--- src/rtl/histogram_scheduler.sv ---
// Frame scheduler in front of a histogram: arbitrates two sample sources into spaced
// store pulses, then runs one readout per frame and streams the bins back out.
module histogram_scheduler #(
  parameter int SPECTRUM_WIDTH = 7,
  parameter int STORE_SPACING  = 4,
  parameter int READY_TIMEOUT  = 16
) (
  input  logic                      clk,
  input  logic                      reset,
  input  logic                      enable,
  input  logic [15:0]               frameSamples,
  input  logic                      aValid,
  input  logic [SPECTRUM_WIDTH-1:0] aData,
  output logic                      aReady,
  input  logic                      bValid,
  input  logic [SPECTRUM_WIDTH-1:0] bData,
  output logic                      bReady,
  output logic                      store,
  output logic [SPECTRUM_WIDTH-1:0] inputValue,
  output logic                      startReadout,
  input  logic                      histogramValueReady,
  input  logic [SPECTRUM_WIDTH-1:0] histogramValue,
  output logic                      binValid,
  output logic [SPECTRUM_WIDTH-1:0] binIndex,
  output logic [SPECTRUM_WIDTH-1:0] binCount,
  output logic                      frameDone,
  output logic [15:0]               frameCount,
  output logic                      readoutError
);

  localparam int GW = $clog2(STORE_SPACING);
  localparam int TW = $clog2(READY_TIMEOUT + 1);

  typedef enum logic [2:0] {IDLE, ACQUIRE, GAP, READOUT_REQ, READOUT, DONE} state_t;

  state_t                    state_q;
  logic [15:0]               sample_cnt_q;
  logic [GW-1:0]             gap_q;
  logic [TW-1:0]             wait_q;
  logic [SPECTRUM_WIDTH-1:0] beat_q;
  logic                      prefer_a_q;
  logic                      store_q;
  logic [SPECTRUM_WIDTH-1:0] input_value_q;
  logic                      start_q;
  logic                      bin_valid_q;
  logic [SPECTRUM_WIDTH-1:0] bin_index_q;
  logic [SPECTRUM_WIDTH-1:0] bin_count_q;
  logic                      frame_done_q;
  logic [15:0]               frame_count_q;
  logic                      error_q;

  logic acq_open_d;
  logic grant_a_d;
  logic grant_b_d;

  // Round-robin: a lone requester always wins; on contention the pointer decides.
  assign acq_open_d = (state_q == ACQUIRE) && (sample_cnt_q < frameSamples);
  assign grant_a_d  = aValid & (~bValid | prefer_a_q);
  assign grant_b_d  = bValid & (~aValid | ~prefer_a_q);
  assign aReady     = acq_open_d & grant_a_d;
  assign bReady     = acq_open_d & grant_b_d;

  always_ff @(posedge clk) begin
    if (!reset) begin
      state_q       <= IDLE;
      sample_cnt_q  <= '0;
      gap_q         <= '0;
      wait_q        <= '0;
      beat_q        <= '0;
      prefer_a_q    <= 1'b1;
      store_q       <= 1'b0;
      input_value_q <= '0;
      start_q       <= 1'b0;
      bin_valid_q   <= 1'b0;
      bin_index_q   <= '0;
      bin_count_q   <= '0;
      frame_done_q  <= 1'b0;
      frame_count_q <= '0;
      error_q       <= 1'b0;
    end else begin
      store_q      <= 1'b0;
      start_q      <= 1'b0;
      bin_valid_q  <= 1'b0;
      frame_done_q <= 1'b0;
      case (state_q)
        IDLE: begin
          if (enable) begin
            state_q      <= ACQUIRE;
            sample_cnt_q <= '0;
          end
        end
        ACQUIRE: begin
          // >= rather than == so a frameSamples shrink below the count cannot stall.
          if (sample_cnt_q >= frameSamples) begin
            state_q <= READOUT_REQ;
            start_q <= 1'b1;
            wait_q  <= '0;
          end else if (aValid && aReady) begin
            input_value_q <= aData;
            store_q       <= 1'b1;
            sample_cnt_q  <= sample_cnt_q + 16'd1;
            prefer_a_q    <= 1'b0;
            gap_q         <= '0;
            state_q       <= GAP;
          end else if (bValid && bReady) begin
            input_value_q <= bData;
            store_q       <= 1'b1;
            sample_cnt_q  <= sample_cnt_q + 16'd1;
            prefer_a_q    <= 1'b1;
            gap_q         <= '0;
            state_q       <= GAP;
          end
        end
        GAP: begin
          if (gap_q == GW'(STORE_SPACING - 2)) state_q <= ACQUIRE;
          else gap_q <= gap_q + GW'(1);
        end
        READOUT_REQ: begin
          if (histogramValueReady) begin
            bin_valid_q <= 1'b1;
            bin_count_q <= histogramValue;
            bin_index_q <= '0;
            beat_q      <= SPECTRUM_WIDTH'(1);
            state_q     <= READOUT;
          end else if (wait_q == TW'(READY_TIMEOUT - 1)) begin
            error_q       <= 1'b1;
            frame_done_q  <= 1'b1;
            frame_count_q <= frame_count_q + 16'd1;
            state_q       <= DONE;
          end else begin
            wait_q <= wait_q + TW'(1);
          end
        end
        READOUT: begin
          if (histogramValueReady) begin
            bin_valid_q <= 1'b1;
            bin_count_q <= histogramValue;
            bin_index_q <= beat_q;
            beat_q      <= beat_q + SPECTRUM_WIDTH'(1);
          end else begin
            frame_done_q  <= 1'b1;
            frame_count_q <= frame_count_q + 16'd1;
            state_q       <= DONE;
          end
        end
        DONE: begin
          if (enable) begin
            state_q      <= ACQUIRE;
            sample_cnt_q <= '0;
          end else begin
            state_q <= IDLE;
          end
        end
        default: state_q <= IDLE;
      endcase
    end
  end

  assign store        = store_q;
  assign inputValue   = input_value_q;
  assign startReadout = start_q;
  assign binValid     = bin_valid_q;
  assign binIndex     = bin_index_q;
  assign binCount     = bin_count_q;
  assign frameDone    = frame_done_q;
  assign frameCount   = frame_count_q;
  assign readoutError = error_q;

endmodule

--- config.mk ---
export PLATFORM = sky130hd
export DESIGN_NAME = histogram_scheduler
export DESIGN_NICKNAME = d
export VERILOG_FILES = /design/src/rtl/histogram_scheduler.sv
export SDC_FILE = /design/constraint.sdc
export NUM_CORES = 1
export LEC_CHECK = 0
export BUFFER_PORTS_ARGS = -buffer_cell sky130_fd_sc_hd__buf_2
export CORE_MARGIN = 3
export CORE_UTILIZATION = 45
export DETAILED_ROUTE_END_ITERATION = 10
export PLACE_DENSITY = 0.68
export SYNTH_ARGS = -nofsm -noshare
export SYNTH_HDL_FRONTEND = slang
export SYNTH_SLANG_ARGS = --single-unit
--- constraint.sdc ---
create_clock -name clk -period 2.83 [get_ports clk]
set_input_delay 0.283 -clock clk [delete_from_list [all_inputs] [get_ports clk]]
set_output_delay 0.283 -clock clk [all_outputs]
set_load 0.01 [all_outputs]
==> metrics.yaml <==
status: "finished clean"
clk_path_buf_depth: 2
drive_gt1_share_pct: 27.68
synthTopCellsByArea: "dfxtp_1 39%, ha_1 7.1%, a21oi_1 5.3%, nand2_1 4.9%, nor2_1 4.6%"
pwr-share-comb_pct: 10.3
drtAntennaViolNets: 0
synth_seq_area_share_pct: 39.15
core_um2: 8299
finalSetupViolations: 0
r2r_slack_ps: 210
hold_buffers: 0
final_net_count: 621
timing_hold_violations_final: 0
regArea_um2: 1539
fmax_ghz: 0.3677
io_pins: 87
crit_fanout: 4
synth_flop_cell: "dfxtp_1"
met3_usage_pct: 4.671
grt_overflow: 0
syn_nets: 527
reg2reg_depth: 8
fin_util_pct: 58.25
holdPathStages: 3
p_int_mw: 1.671
die-area_um2: 9787
rows: 33
grt_pass1_vias: 3380
syn_avg_cell_area_um2: 8.412
syn2layout_area_growth_pct: 24.40
first_iter_violations: 102
fin_skew_ps: 8.241
diodes: 0
rr_endpoint: "state_q[0]$_SDFFE_PN0P_"
synth_top_area_share_pct: 39.15
synth_edf_count: 0
p_sw_mw: 0.5579
hold_end: "binCount[1]$_SDFFE_PN0P_"
routedWlPerCell_um: 13.68
worst_skew_pair.late_latency_ps: 350
cp.arrival_ps: 2440
holdCritPathClass: "primary input to flop"
endpoint_kind: "primary output"
ys_ff_latch: 76
stdcell_area_um2: 4835
gp_congestion: 0.8330
drc_errors: 0
dpl_cell_area_um2: 4477
seq_power_share_pct: 49.5
num_vias: 3591
netlist_instances: 462
root_buffer: "clkbuf_8"
async_flop_share_pct: 0
grt_pass1_wl_mm: 15.17
synth_top_area_cell: "dfxtp_1"
htreeDepth: 3
cts_tree: "yes"
cp-start-kind: "flop"
synth_cell_type_count: 53
p_leak_nw: 2.023
p_per_area_nw_per_um2: 461.0
layoutNonFillerInstCount: 665
use_met2_pct: 31.35
timing.final.crit_share_pct: 96.10
final_common_cell: "buf_2"
netlist_area_um2: 3886
worst_ir_drop_vdd_mv: 0.2197
drv_slew: 0
critPathKind: "flop to primary output"
totalWireLength_mm: 9.098
p_sw_share_pct: 25.03
antenna_found_initial: 0
worst_pin_slew_ps: 924.9
clock_sinks: 76
yosysWarningCount: 0
dieHeight_um: 98.93
routed_via_density: 5.400
grt_setup_unrepaired: "true"
reg2reg_from: "sample_cnt_q[5]$_SDFFE_PN0P_"
start_util_pct: 46.83
grt_max_degree: 53
path_clk_slew_ps: 80
relSlewSlack_pct: 37.93
dpl.hpwl_mm: 6.512
cts_made_buffers: 9
finalPower_mw: 2.229
cp.required_ps: 2550
final_cell_mix: "86 x buf_2, 68 x dfxtp_1, 50 x nand2_1, 48 x nor2_1, 39 x a21oi_1"
fillers: 775
drt-pass1-iter-count: 4
die_x_um: 98.93
port-buffer-count: 86
grt_use_met1_pct: 23.68
grt.busiest_layer: "met2"
max_cap_violations: 0
p_clk_share_pct: 40.3
worstHoldStart: "histogramValue[1]"
final.min_clock_period_ps: 2720
multi_input_area_um2: 2283
place_inst: 648
grt_use_total_pct: 18.74
[flip-flops by register name, indices dropped and copies added (netlist names), 2 cells and up]
signal and flops:
beat_q 7, binCount 7, binIndex 7, frameCount 16
gap_q 2, inputValue 7, sample_cnt_q 16, state_q 3
wait_q 5
[worst max-delay path: stages (launching register included)]
cell       delay, ps
dfxtp_4          370
ha_4             230
nand4_4          120
nor2_1            60
or3_4            380
a2111oi_4        400
nand2_1          150
a211oi_2         220
buf_2            160
[kinds of logic (layout without fill, tap and decap cells)]
group	count (synthesis)	after routing	share of synthesized area, %
adder cells (fa/ha/maj)	22	22	7.083
multiplexers	13	13	3.381
XOR/XNOR	19	19	4.282
flip-flops	76	76	39.15
AND/OR/NAND/NOR	189	189	25.08
buffers and inverters	48	146	5.086
AO/OA/AOI/OAI	95	95	15.94
[synth_stat cells, types with 6 or more instances]
cell type and number:
a21oi_1 41, a22oi_1 6, a311oi_1 7, clkbuf_1 15, dfxtp_1 76, ha_1 22, inv_1 26, mux2i_1 12
nand2_1 51, nand2b_1 8, nand3_1 15, nand4_1 13, nor2_1 48, nor3_1 14, o21ai_0 11, o31ai_1 7
or4_1 8, xnor2_1 8, xor2_1 11
[per-stage QoR]
stage	setup WS [ps]	setup TNS, ps	hold slack, ps
global placement	174.5	0	440.0
global route	-56.36	-56.36	158.7
floorplan	418.4	0	363.0
CTS	47.10	0	149.1
finish	110.4	0	159.0
detailed placement	118.0	0	447.2
[timing repair]
item	in CTS	in global routing
buffers inserted	0	2
endpoints found under the setup margin	0	3
gates resized for setup	0	23
[area by class of cell]
class / count / area share [%]
multi-input cells: 338 / 47.23
flip-flops and latches: 76 / 31.83
well taps: 105 / 2.717
inverters: 27 / 2.096
clock buffers: 9 / 2.562
repair buffers: 104 / 11.70
clock inverters: 6 / 1.863
[worst max path at each step]
stage / startpoint / endpoint / cells after the start / slack (ps)
after floorplan: frameSamples[13] / bReady / 9 / 420
after global placement: frameSamples[13] / sample_cnt_q[8]$_SDFFE_PN0P_ / 9 / 170
after detailed placement: frameSamples[13] / sample_cnt_q[4]$_SDFFE_PN0P_ / 9 / 120
after CTS: sample_cnt_q[12]$_SDFFE_PN0P_ / bReady / 8 / 50
after global routing: sample_cnt_q[3]$_SDFFE_PN0P_ / bReady / 7 / -60
final: sample_cnt_q[13]$_SDFFE_PN0P_ / bReady / 8 / 110
[metal layers]
layer / share of wire [%] / vias to the layer above / routed length (um)
met5: 0 / - / 0
met1: 45 / 1669 / 4107
li1: - / 1837 / -
met4: 1.2 / 0 / 109
met3: 5.3 / 9 / 486
met2: 48 / 76 / 4394
[power groups by stage]
stage	Sequential (mW)	Clock, mW	Combinational (mW)
final	1.10	0.898	0.229
after CTS	1.10	0.921	0.219
after floorplan	1.13	0	0.133
after global placement	1.13	0	0.211
after detailed placement	1.13	0	0.218
after global routing	1.11	0.961	0.257
Note: power is estimated with default switching activity, not from simulation.
